$ cat src/rtl/rs_enc_lfsr.sv
// Systematic Reed-Solomon encoder: an LFSR divides m(x)*x^PAR_LEN by g(x), then shifts out the parity.
// Optional build macro RS_ENC_SHORTENED_EN: s_tlast ends a message early (shortened code).

package gf_pkg;

  // Primitive polynomial for GF(2^m), including the x^m term.
  function automatic logic [16:0] prim_poly(input int m);
    case (m)
      3:       prim_poly = 17'h0000B;
      4:       prim_poly = 17'h00013;
      5:       prim_poly = 17'h00025;
      6:       prim_poly = 17'h00043;
      7:       prim_poly = 17'h00089;
      9:       prim_poly = 17'h00211;
      10:      prim_poly = 17'h00409;
      11:      prim_poly = 17'h00805;
      12:      prim_poly = 17'h01053;
      13:      prim_poly = 17'h0201B;
      14:      prim_poly = 17'h04443;
      15:      prim_poly = 17'h08003;
      16:      prim_poly = 17'h1100B;
      default: prim_poly = 17'h0011D;
    endcase
  endfunction

  // Shift-and-add multiply, reducing after every shift; operands are m bits zero-extended to 16.
  function automatic logic [15:0] gf_mult(input logic [15:0] a, input logic [15:0] b, input int m);
    logic [16:0] poly;
    logic [16:0] r;
    poly = prim_poly(m);
    r    = '0;
    for (int i = m - 1; i >= 0; i--) begin
      r = r << 1;
      if (((r >> m) & 17'd1) != 17'd0) r = r ^ poly;
      if (((b >> i) & 16'd1) != 16'd0) r = r ^ {1'b0, a};
    end
    return r[15:0];
  endfunction

endpackage

module rs_enc_lfsr #(
  parameter int SYMB_WIDTH = 8,
  parameter int K_LEN      = 239,
  parameter int PAR_LEN    = 16
) (
  input  logic                  aclk,
  input  logic                  areset,
  input  logic                  s_tvalid,
  output logic                  s_tready,
  input  logic                  s_tlast,
  input  logic [SYMB_WIDTH-1:0] s_tdata,
  output logic                  m_tvalid,
  input  logic                  m_tready,
  output logic                  m_tlast,
  output logic [SYMB_WIDTH-1:0] m_tdata,
  output logic                  err_o
);

  import gf_pkg::*;

  localparam int MCW = (K_LEN > 1) ? $clog2(K_LEN) : 1;
  localparam int PCW = (PAR_LEN > 1) ? $clog2(PAR_LEN) : 1;

  typedef logic [SYMB_WIDTH-1:0]               symb_t;
  typedef logic [PAR_LEN-1:0][SYMB_WIDTH-1:0]  par_t;
  typedef enum logic {MSG, PAR} state_t;

  function automatic symb_t mul(input symb_t a, input symb_t b);
    return SYMB_WIDTH'(gf_mult(16'(a), 16'(b), SYMB_WIDTH));
  endfunction

  // Expand prod (x + alpha^i) one root at a time; the monic top term is implicit.
  function automatic par_t gen_poly();
    logic [PAR_LEN:0][SYMB_WIDTH-1:0] c;
    symb_t root;
    c    = '0;
    c[0] = symb_t'(1);
    root = symb_t'(1);
    for (int i = 0; i < PAR_LEN; i++) begin
      for (int j = PAR_LEN; j > 0; j--) c[j] = c[j-1] ^ mul(root, c[j]);
      c[0] = mul(root, c[0]);
      root = mul(root, symb_t'(2));
    end
    return c[PAR_LEN-1:0];
  endfunction

  localparam par_t G = gen_poly();

  state_t         state, state_next;
  logic [MCW-1:0] msg_cnt;
  logic [PCW-1:0] par_cnt;
  par_t           p, p_fb, p_shift;
  symb_t          fb;
  logic           slot_free, accept, par_load, msg_last, par_last;
  logic           frame_end, frame_err;

  assign slot_free = !m_tvalid || m_tready;
  assign s_tready  = (state == MSG) && slot_free;
  assign accept    = s_tvalid && s_tready;
  assign par_load  = (state == PAR) && slot_free;
  assign msg_last  = (msg_cnt == MCW'(K_LEN - 1));
  assign par_last  = (par_cnt == PCW'(PAR_LEN - 1));

`ifdef RS_ENC_SHORTENED_EN
  assign frame_end = s_tlast || msg_last;
  assign frame_err = msg_last && !s_tlast;
`else
  assign frame_end = msg_last;
  assign frame_err = (s_tlast != msg_last);
`endif

  assign fb      = s_tdata ^ p[PAR_LEN-1];
  assign p_shift = p << SYMB_WIDTH;

  // NOTE: every signal written in always_comb gets a default first, so no path can infer a latch.
  always_comb begin
    p_fb    = '0;
    p_fb[0] = mul(fb, G[0]);
    for (int j = 1; j < PAR_LEN; j++) p_fb[j] = p[j-1] ^ mul(fb, G[j]);
  end

  always_comb begin
    state_next = state;
    case (state)
      MSG:     if (accept && frame_end) state_next = PAR;
      PAR:     if (par_load && par_last) state_next = MSG;
      default: state_next = MSG;
    endcase
  end

  // NOTE: sequential state uses non-blocking assignments so every register samples pre-edge values.
  always_ff @(posedge aclk or posedge areset) begin
    if (areset) state <= MSG;
    else        state <= state_next;
  end

  // NOTE: the parity registers are plain flops, not a RAM, so they clear with the rest of the state.
  always_ff @(posedge aclk or posedge areset) begin
    if (areset) begin
      msg_cnt  <= '0;
      par_cnt  <= '0;
      p        <= '0;
      m_tvalid <= 1'b0;
      m_tdata  <= '0;
      m_tlast  <= 1'b0;
      err_o    <= 1'b0;
    end else begin
      err_o <= accept && frame_err;
      if (accept) begin
        p        <= p_fb;
        msg_cnt  <= frame_end ? '0 : msg_cnt + MCW'(1);
        m_tdata  <= s_tdata;
        m_tvalid <= 1'b1;
        m_tlast  <= 1'b0;
      end else if (par_load) begin
        m_tdata  <= p[PAR_LEN-1];
        m_tvalid <= 1'b1;
        m_tlast  <= par_last;
        p        <= par_last ? '0 : p_shift;
        par_cnt  <= par_last ? '0 : par_cnt + PCW'(1);
      end else if (m_tready) begin
        m_tvalid <= 1'b0;
        m_tlast  <= 1'b0;
      end
    end
  end

endmodule

$ cat config.mk
export PLATFORM = sky130hd
export DESIGN_NAME = rs_enc_lfsr
export DESIGN_NICKNAME = d
export VERILOG_FILES = /design/src/rtl/rs_enc_lfsr.sv
export SDC_FILE = /design/constraint.sdc
export NUM_CORES = 1
export LEC_CHECK = 0
export ABC_AREA = 1
export BUFFER_PORTS_ARGS = -buffer_cell sky130_fd_sc_hd__buf_2
export CAP_MARGIN = 20
export CORE_ASPECT_RATIO = 0.6
export CORE_UTILIZATION = 45
export DETAILED_ROUTE_END_ITERATION = 7
export GPL_ROUTABILITY_DRIVEN = 0
export PLACE_DENSITY = 0.62
export SLEW_MARGIN = 15
export SYNTH_ARGS = -nofsm -noshare
export SYNTH_HDL_FRONTEND = slang
export SYNTH_SLANG_ARGS = --single-unit
$ cat constraint.sdc
create_clock -name aclk -period 5.8 [get_ports aclk]
set_input_delay 1.74 -clock aclk [delete_from_list [all_inputs] [get_ports aclk]]
set_output_delay 1.74 -clock aclk [all_outputs]
set_load 0.005 [all_outputs]
==> implementation parameters <==
Parameter                              Value

CTS
  Buffer cell driving the clock tree root ... sky130_fd_sc_hd__clkbuf_16
  Worst-path clk slew ... 0.06 ns
  Total clock buffers created by CTS ... 17
  Clock latency of the later-clocked register in the worst-skew pair ... 0.45 ns
  Count of cells resized by post-cts repair ... 0
  Hold Buf Count CTS ... 0
  Setup bufs post-CTS ... 0
  H-tree depth ... 4
  Maximum clock insertion buffer count ... 2
  # clock sinks ... 152
  Clock tree from TritonCTS ... done

Floorplan
  Die Span Y ... 113.0 µm
  Starting density of the core ... 0.4601
  Die width ... between 150 and 200 µm
  Total number of placement rows ... 40
  DIE AREA ... 21120 µm²
  I/O pins ... 25
  Core Box Area ... 20070 µm²

Power
  Overall power after layout ... 0.007267 W
  Static Leakage ... 4.939 nW
  Portion of total power attributed to combinational logic ... 0.586
  Switching power of the nets ... between 0.003 and 0.004 W
  Cell Pwr Density ... 708.2 nW/µm²
  Internal power ... 0.003534 W
  VDD IR max ... 0.0003859 V
  Switch share ... 0.5137
  Clock share of power ... 0.163
  Part of the power in registers ... 0.251

Worst setup path
  Largest fanout on the critical path ... 3
  Crit path DAT ... 2.22 ns
  Delay of the slowest cell on the worst path ... about 0.12 ns
  Worst endpoint required time ... 4.06 ns
  CP Launch Type ... input pin
  Reg-to-reg endpoint ... p[12]$_DFFE_PP0P_
  Cell at the slowest stage of the critical path ... sky130_fd_sc_hd__buf_2
  Crit. End Element ... primary output
  Category of cells accounting for the largest share of critical-path delay ... buffers and inverters
  Source of the worst register-to-register timing path ... m_tvalid$_DFFE_PP0P_
  Worst r2r path cells ... 10
  Category of the most critical setup path ... in -> out
  Ordered list of cells on the worst path ... buf_2 > inv_1 > nand2_1 > nand2_1 > inv_1 > buf_2
  Buffers & Inverters on Critical Path ... 4
  Setup slack, reg-to-reg ... 2.86 ns

Route
  Post-detailed-route count of antenna-violating nets ... 0
  Post-detailed-route wirelength per cell ... about 19 µm
  Remaining DRCs ... 0
  Initial DRC Count ... 1061
  Met3 WL post-DR ... 3.149 mm
  Total routed wirelength ... 29.58 mm
  Number of optimization iterations in the first detailed-route pass ... 5
  Vias after detailed routing ... 8621
  Wire length on met2 ... 11.34 mm
  Top routing layer used ... met4
  Avg Vias per Cell ... 5.624
  Detailed-route wire length on metal 1 ... 14.60 mm

Synth
  Synth async-reset ratio ... 1.000
  Number of warning messages in the yosys log ... 0
  Synthesized netlist cell count ... 1233
  Share of the yosys chip area belonging to registers ... 0.4119
  Area contributors post-synth ... sky130_fd_sc_hd__dfrtp_1 (41%), sky130_fd_sc_hd__nand2_1 (15%), sky130_fd_sc_hd__o21ai_0 (9.3%)
  Post-synth design cell area ... just over 9000 µm²
  Number of enable flip-flop cells after synthesis ... 0
  Area share of the largest cell type after synthesis ... 0.4119
  Area leader, netlist ... sky130_fd_sc_hd__dfrtp_1
  Average size of a mapped cell ... 7.489 µm²
  Number of nets in the synthesized netlist ... 1249
  Register bit total from synthesis ... roughly 150
  Most frequently used flop master after synthesis ... sky130_fd_sc_hd__dfrtp_1
  Count of unique library cells instantiated by Yosys ... 41

Cells and area
  Register area ... around 3800 µm²
  Fraction of final layout cells sized beyond drive strength 1 ... 0.1008
  Area Growth Syn to Fin ... 11.14%
  Combined area of the multi-input logic cells ... 4632 µm²
  Fill cells ... 1920
  Count of antenna diodes in the layout ... 0
  Number of nets at the end of the flow ... 1263

Hold path
  Hold endpoint ... m_tdata[4]$_DFFE_PP0P_
  Start point of the worst hold path ... m_tdata[4]$_DFFE_PP0P_
  Worst min-delay path class ... reg -> reg
  Worst hold path depth ... 2

Timing
  Fin worst setup slack ... 1.835 ns
  Fmax ... between 0.2 and 0.3 GHz
  Final count of hold timing violations ... 0
  Count of endpoints failing setup in the final report ... 0
  Final count of pins violating max slew ... 0
  Max Clock Skew ... 0.01517 ns
  Setup repair after global routing missed its margin ... false
  Share of the cycle needed by the critical path after routing ... 0.6836
  Setup TNS ... 0 ns
  Transition time at the pin with the least slew margin ... 0.9034 ns
  Tightest slew margin relative to the limit ... 0.3963
  Min cycle time layout ... about 4.0 ns

Global route
  GRT Resource Usage Total ... 0.2898
  Total congestion overflow ... 0
  Antenna violations before repair ... 0
  Number of global-route vias before repair ... approximately 7700
  First-pass GRT wire length ... 45.71 mm
  Pin count of the biggest net entering global routing ... 71

Status
  Outcome ... finished, final reports clean

Placement
  Hpwl dp ... 20.72 mm
  I/O Buffers ... 24
  Post-place setup slack ... 1.426 ns

Run
  Max Cap Viol ... 0
==> registers in the layout, indices dropped and copies added (netlist names) <==
register  cells
err_o         1
m_tdata       8
m_tlast       1
m_tvalid      1
msg_cnt       8
p           128
par_cnt       4
state         1
==> cells by family after synthesis <==
logic type,Yosys count,share of synthesized area
AO/OA/AOI/OAI,280,0.1714
XOR/XNOR,58,0.07236
adder cells (fa/ha/maj),3,0.004065
buffers and inverters,192,0.08726
flip-flops,152,0.4119
AND/OR/NAND/NOR,548,0.2530
==> synthesized netlist by cell type, types with 9 or more instances <==
| library cell | n |
|---|---|
| sky130_fd_sc_hd__xor2_2 | 9 |
| sky130_fd_sc_hd__o21ai_1 | 12 |
| sky130_fd_sc_hd__o211ai_1 | 26 |
| sky130_fd_sc_hd__a21oi_1 | 33 |
| sky130_fd_sc_hd__o21ai_0 | 171 |
| sky130_fd_sc_hd__nor2_1 | 19 |
| sky130_fd_sc_hd__inv_1 | 135 |
| sky130_fd_sc_hd__nand3_1 | 126 |
| sky130_fd_sc_hd__buf_2 | 14 |
| sky130_fd_sc_hd__nand2_1 | 364 |
| sky130_fd_sc_hd__dfrtp_1 | 152 |
| sky130_fd_sc_hd__clkbuf_1 | 21 |
| sky130_fd_sc_hd__xor2_1 | 34 |
| sky130_fd_sc_hd__nand2_2 | 13 |
| sky130_fd_sc_hd__nand4_1 | 10 |
| sky130_fd_sc_hd__o221ai_1 | 21 |
==> layer usage <==
metal | vias to the layer above | track usage
li1 | 4095 | -
met4 | 0 | 0.08743
met3 | 41 | 0.07754
met1 | 4079 | 0.4556
met2 | 406 | 0.3769
met5 | - | 0
==> worst register-to-register path: cells and delay by family, from the launching register on <==
kind / cells / cell delay (ns)
compound gates: 2 / 0.27
buf+inv: 4 / 1.43
flops: 1 / 0.38
simple gates: 4 / 0.77
==> final cells by class <==
| class | count | share of cell area |
|---|---|---|
| inverters | 141 | 0.05194 |
| repair buffers | 46 | 0.03268 |
| flip-flops and latches | 152 | 0.3706 |
| clock buffers | 21 | 0.04584 |
| clock inverters | 11 | 0.01426 |
| well taps | 273 | 0.03328 |
| multi-input cells | 889 | 0.4514 |
==> power groups by stage <==
stage               registers [W]  logic (W)  clock network [W]
floorplan                 0.00176    0.00303                  0
global placement          0.00182    0.00408                  0
detailed placement        0.00183    0.00413                  0
CTS                       0.00181    0.00415            0.00120
global route              0.00187    0.00471            0.00124
finish                    0.00182    0.00426            0.00119
==> layout by cell type (no fill, tap or decap), drive strengths merged, types with 10 or more instances in the layout <==
cell      n
nand2   380
o21ai   184
dfrtp   152
inv     140
nand3   127
xor2     46
buf      46
a21oi    34
o211ai   26
o221ai   21
clkbuf   21
nor2     19
xnor2    11
nand4    10
==> stage by stage <==
stage | util | cell area, µm² | std cells | hold slack [ns]
finish | 0.5113 | 10260 | 1533 | 0.4765
global route | 0.5113 | 10260 | 1533 | 0.5051
CTS | 0.5103 | 10240 | 1532 | 0.4821
detailed placement | 0.4796 | 9625 | 1500 | 0.4703
global placement | 0.4796 | 9625 | 1500 | 0.4631
floorplan | - | 9238 | 1233 | 0.4328
==> worst max path at each step <==
stage | start | end | slack (ns) | cells after the start
2_1_floorplan | m_tready | s_tready | 2.10 | 4
3_3_place_gp | m_tready | p[2]$_DFFE_PP0P_ | 1.47 | 11
3_5_place_dp | m_tready | p[83]$_DFFE_PP0P_ | 1.43 | 11
4_1_cts | m_tready | s_tready | 1.84 | 6
5_1_grt | m_tready | p[92]$_DFFE_PP0P_ | 1.68 | 12
6_report | m_tready | s_tready | 1.84 | 6
(Power assumes the default switching activity.)
